**config.mk**
```make
export PLATFORM = sky130hd
export DESIGN_NAME = down_counter_with_reload
export DESIGN_NICKNAME = d
export VERILOG_FILES = /design/src/rtl/counter_pkg.sv /design/src/rtl/down_counter_with_reload.sv
export SDC_FILE = /design/constraint.sdc
export NUM_CORES = 1
export LEC_CHECK = 0
export BUFFER_PORTS_ARGS = -buffer_cell sky130_fd_sc_hd__buf_2
export CORE_MARGIN = 3
export CORE_UTILIZATION = 45
export CTS_CLUSTER_DIAMETER = 100
export DETAILED_ROUTE_END_ITERATION = 8
export PLACE_DENSITY = 0.68
export SLEW_MARGIN = 20
export SYNTH_ARGS = -nofsm -noshare
export SYNTH_HDL_FRONTEND = slang
export SYNTH_SLANG_ARGS = --single-unit
```
**constraint.sdc**
```tcl
create_clock -name clk -period 3.9 [get_ports clk]
set_input_delay 0.78 -clock clk [delete_from_list [all_inputs] [get_ports clk]]
set_output_delay 0.78 -clock clk [all_outputs]
set_load 0.1 [all_outputs]
```
**src/rtl/counter_pkg.sv**
```systemverilog
// Shared counter definitions: run-state encoding and default counter width.
// Latency: n/a (types and constants only).
// Backpressure: n/a.
package counter_pkg;

    localparam int DEFAULT_WIDTH = 4;

    typedef enum logic [1:0] {
        IDLE   = 2'd0,
        RUN    = 2'd1,
        PAUSED = 2'd2
    } state_e;

endpackage : counter_pkg

```
**src/rtl/down_counter_with_reload.sv**
```systemverilog
// Loadable down-counter/timer with start/stop control, terminal-count pulse and optional auto-reload.
// Latency: every input takes effect on the next rising clk edge; all outputs are registered.
// Backpressure: none; load_i > stop_i > start_i > decrement, and no input is ever refused.
//
// Ports:
//   clk, reset_n       - rising-edge clock, asynchronous active-low reset
//   load_i/load_val_i  - write the preset into both the count and the reload register
//   start_i/stop_i     - begin/resume or pause counting (stop wins when both are high)
//   auto_reload_i      - at terminal count, restart from the stored preset instead of stopping
//   count_o            - current count
//   busy_o             - high while counting (RUN)
//   done_o             - one-cycle pulse following the terminal-count edge
module down_counter_with_reload
    import counter_pkg::*;
#(
    parameter int WIDTH = DEFAULT_WIDTH
) (
    input  logic             clk,
    input  logic             reset_n,
    input  logic             load_i,
    input  logic [WIDTH-1:0] load_val_i,
    input  logic             start_i,
    input  logic             stop_i,
    input  logic             auto_reload_i,
    output logic [WIDTH-1:0] count_o,
    output logic             busy_o,
    output logic             done_o
);

    state_e           state_q,  state_d;
    logic [WIDTH-1:0] count_q,  count_d;
    logic [WIDTH-1:0] reload_q, reload_d;
    logic             done_q,   done_d;
    logic             busy_q,   busy_d;

    always_comb begin
        state_d  = state_q;
        count_d  = count_q;
        reload_d = reload_q;
        done_d   = 1'b0;

        if (load_i) begin
            count_d  = load_val_i;
            reload_d = load_val_i;
            // A zero preset leaves nothing to count, so park in IDLE without a pulse.
            if (load_val_i == '0) begin
                state_d = IDLE;
            end else if (start_i && !stop_i) begin
                state_d = RUN;
            end
        end else if (stop_i) begin
            if (state_q == RUN) begin
                state_d = PAUSED;
            end
        end else if (start_i && (state_q != RUN)) begin
            // Starting with an empty count is ignored; entry cycle does not decrement.
            if (count_q != '0) begin
                state_d = RUN;
            end
        end else if (state_q == RUN) begin
            // RUN always holds count_q >= 1, so the decrement cannot underflow.
            if (count_q > WIDTH'(1)) begin
                count_d = count_q - WIDTH'(1);
            end else begin
                done_d = 1'b1;
                // On reload the count jumps 1 -> preset, never showing 0,
                // so the period is exactly the preset value.
                if (auto_reload_i && (reload_q != '0)) begin
                    count_d = reload_q;
                end else begin
                    count_d = '0;
                    state_d = IDLE;
                end
            end
        end

        busy_d = (state_d == RUN);
    end

    always_ff @(posedge clk or negedge reset_n) begin
        if (!reset_n) begin
            state_q  <= IDLE;
            count_q  <= '0;
            reload_q <= '0;
            done_q   <= 1'b0;
            busy_q   <= 1'b0;
        end else begin
            state_q  <= state_d;
            count_q  <= count_d;
            reload_q <= reload_d;
            done_q   <= done_d;
            busy_q   <= busy_d;
        end
    end

    assign count_o = count_q;
    assign busy_o  = busy_q;
    assign done_o  = done_q;

endmodule : down_counter_with_reload

```
==> metrics.cfg <==
[run_status]
status = finished, final reports clean

[routing]
drtIter0Drc = 10
route.antenna.remaining_nets = 0
drt-total-wl_um = 1532
drt-vias-per-instance = 6.019
drt_drc_violations_left = 0
route.detailed.wl_per_inst_um = 14.59
dr.pass1.iters = 4
vias = 632

[sta]
timing.hold.ws_ns = 0.3797
fin_tns_setup_ns = 0
rsz0062_at_grt = false
setup-violations-final = 0
period_share_pct = 51.24
worst_pin_slew_ns = 0.4884
final_hold_vio_count = 0
worst_clock_skew_ns = 0.003364
timing.slew.headroom_pct = 67.66
fmax_mhz = 500.4
slew_viols_final = 0
period_needed_ns = 1.998

[yosys]
post_synthesis_sequential_area_ratio_pct = 40.75
synth_edf_count = 0
fraction_of_registers_with_async_set_reset_pct = 100.0
synthesis.instances = 74
compound_cell_area_share_of_the_yosys_netlist_pct = 22.24
synthesis.nets = 86
post_synthesis_simple_gate_area_fraction_pct = 17.49
yosys.area_share.xor_xnor_pct = 2.377
syn-cell-area_um2 = 737.0
share_of_synthesized_cell_area_in_full_adder_half_adder_and_majority_cells_pct = 3.396
synth_mux_area_share_pct = 7.640
netlist_top_cells_area = sky130_fd_sc_hd__dfrtp_1, sky130_fd_sc_hd__mux2_2, sky130_fd_sc_hd__ha_1
synth.avg_cell_area_um2 = 9.959
largest_family_of_logic_cells_by_synthesized_area = compound AO/OA/AOI/OAI gates
most_frequently_used_flop_master_after_synthesis = sky130_fd_sc_hd__dfrtp_1
post_synth_num_cell_types = 37
ys_seq_elements = 12
synth_top_cell_by_area = sky130_fd_sc_hd__dfrtp_1
netlist.area_leader.share_pct = 40.75
yosys_warnings = 0

[setup_path]
worst_setup_sp_type = flop
slowest_stage = sky130_fd_sc_hd__buf_2
timing.critical_path.slowest_cell_delay_ns = 0.48
worstReg2RegEnd = count_o[3]
critical_path_required_ns = 3.12
ff2ff_setup_slack_ns = 2.17
worst_ep_arrival_time_ns = 1.22
crit_buf_inv = 1
r2r_cells = 6
peak_fanout_along_the_critical_path = 7
crit_type = reg2out
timing.critical_path.cells = buf_2
largest_delay_contributor_family_on_the_critical_path = buffers and inverters
critPathLaunch = count_o[2]
critPathCaptureType = output pin
critical_path.reg2reg.startpoint = count_o[0]

[floorplan]
std_cell_rows = 13
start_util_pct = 52.08
fp.coreArea_um2 = 1415
ios = 16
die_height_um = 46.47
fp.dieW_um = 46.47
overall_die_area_um2 = 2159

[global_routing]
grt_first_pass_wirelength_um = 2573
gr-usage-all-layers_pct = 17.00
antenna_violations_before_repair = 0
overflow = 0
pin_count_of_the_biggest_net_entering_global_routing = 19
first_global_vias = 584

[cells_and_area]
flow.area_growth_from_synthesis_pct = 12.73
nNetsFinal = 104
antenna_cells_inserted = 0
layout-drive-gt1-share_pct = 33.33
sequential_cell_area_um2 = 300.3
final_core_density_pct = 58.71
n_fill_cell = 132
multi_input_area_um2 = 391.6

[clock_tree]
htree_num_levels = 1
ctsLongestPathBuffers = 2
post-cts-setup-buffer-count = 0
numCtsBuffers = 3
clk_root_buffer_cell = sky130_fd_sc_hd__clkbuf_4
number_of_gates_given_a_new_drive_strength_after_cts = 0
clk_transition_reported_paths_ns = 0.07
cts.sink_count = 12
tritoncts_clock_tree = yes
count_of_hold_buffers_inserted_by_post_cts_repair = 0
clkLatencyLatePin_ns = 0.27

[pwr]
max_rail_drop_vdd_mv = 0.6962
p_total_uw = 627.3
cellLeakagePower_nw = 0.3745
pwr_density_cell_nw_per_um2 = 755.0

[placed_design]
place.detailed.hpwl_um = 1160
routabilityCongestion = 0.8296
count_of_buffers_inserted_at_the_top_level_ports = 15

[run]
max_cap_violations = 0

[worst_hold_path]
worstHoldPathType = in2async

==> cells in the mapped netlist, types with 2 or more instances <==
cell	n
sky130_fd_sc_hd__a21oi_1	4
sky130_fd_sc_hd__buf_6	2
sky130_fd_sc_hd__dfrtp_1	12
sky130_fd_sc_hd__ha_1	2
sky130_fd_sc_hd__inv_1	6
sky130_fd_sc_hd__mux2_2	5
sky130_fd_sc_hd__nand2_1	5
sky130_fd_sc_hd__nor2_1	5
sky130_fd_sc_hd__nor3_1	2
sky130_fd_sc_hd__o21a_1	3
sky130_fd_sc_hd__o21ai_2	2
==> layout by cell type (no fill, tap or decap), types with 2 or more instances in the layout <==
| cell | instances |
|---|---|
| sky130_fd_sc_hd__inv_1 | 6 |
| sky130_fd_sc_hd__buf_2 | 15 |
| sky130_fd_sc_hd__mux2_2 | 5 |
| sky130_fd_sc_hd__dfrtp_1 | 12 |
| sky130_fd_sc_hd__nor2_1 | 5 |
| sky130_fd_sc_hd__clkbuf_4 | 3 |
| sky130_fd_sc_hd__nand2_1 | 5 |
| sky130_fd_sc_hd__ha_1 | 2 |
| sky130_fd_sc_hd__o21a_1 | 3 |
| sky130_fd_sc_hd__nor3_1 | 2 |
| sky130_fd_sc_hd__o21ai_2 | 2 |
| sky130_fd_sc_hd__a21oi_1 | 4 |
==> through the flow <==
| step | setup slack [ns] | cells | instance area (um2) |
|---|---|---|---|
| finish | 1.902 | 105 | 830.8 |
| global route | 1.850 | 105 | 830.8 |
| CTS | 1.911 | 105 | 830.8 |
| detailed placement | 2.107 | 102 | 808.3 |
| global placement | 2.104 | 102 | 808.3 |
| floorplan | 1.672 | 74 | 737.0 |
==> sequential cells by signal (all words and copies together), names as in the netlist <==
| signal | flops |
|---|---|
| count_o | 4 |
| done_o | 1 |
| busy_o | 1 |
| reload_q | 4 |
| state_q | 2 |
==> cells by family after synthesis <==
kind of cell,after synthesis
AOI/OAI and AO/OA,22
xor gates and xnor gates,2
adders and majority gates,2
buffers and inverters,8
DFF,12
muxes,5
and+or+nand+nor,23
==> power breakdown <==
group | switching, mW | internal (mW) | total (mW)
Combinational | 0.255 | 0.102 | 0.357
Sequential | 0.0394 | 0.156 | 0.195
Clock | 0.0389 | 0.0357 | 0.0746
Total | 0.334 | 0.294 | 0.627
==> routing by layer <==
layer | vias to the layer above | share of wire, % | track usage [%]
met4 | 0 | 0.98 | 6.818
li1 | 306 | - | -
met1 | 302 | 48 | 23.56
met3 | 2 | 4.8 | 3.906
met5 | - | 0 | 0
met2 | 22 | 46 | 25.27
==> worst max path at each step <==
stage                             to  slack, ns  cells after the start
final                     count_o[2]       1.90                      1
after floorplan           count_o[1]       1.67                      6
after CTS                 count_o[2]       1.91                      1
after global routing      count_o[2]       1.85                      1
after detailed placement  count_o[2]       2.11                      4
after global placement        busy_o       2.10                      5
==> layout make-up <==
type	instances	share of cell area [%]
repair buffers	15	9.036
multi-input cells	54	47.14
well taps	15	2.259
inverters	6	2.711
flip-flops and latches	12	36.14
clock buffers	3	2.711
Note: power is estimated with default switching activity, not from simulation.
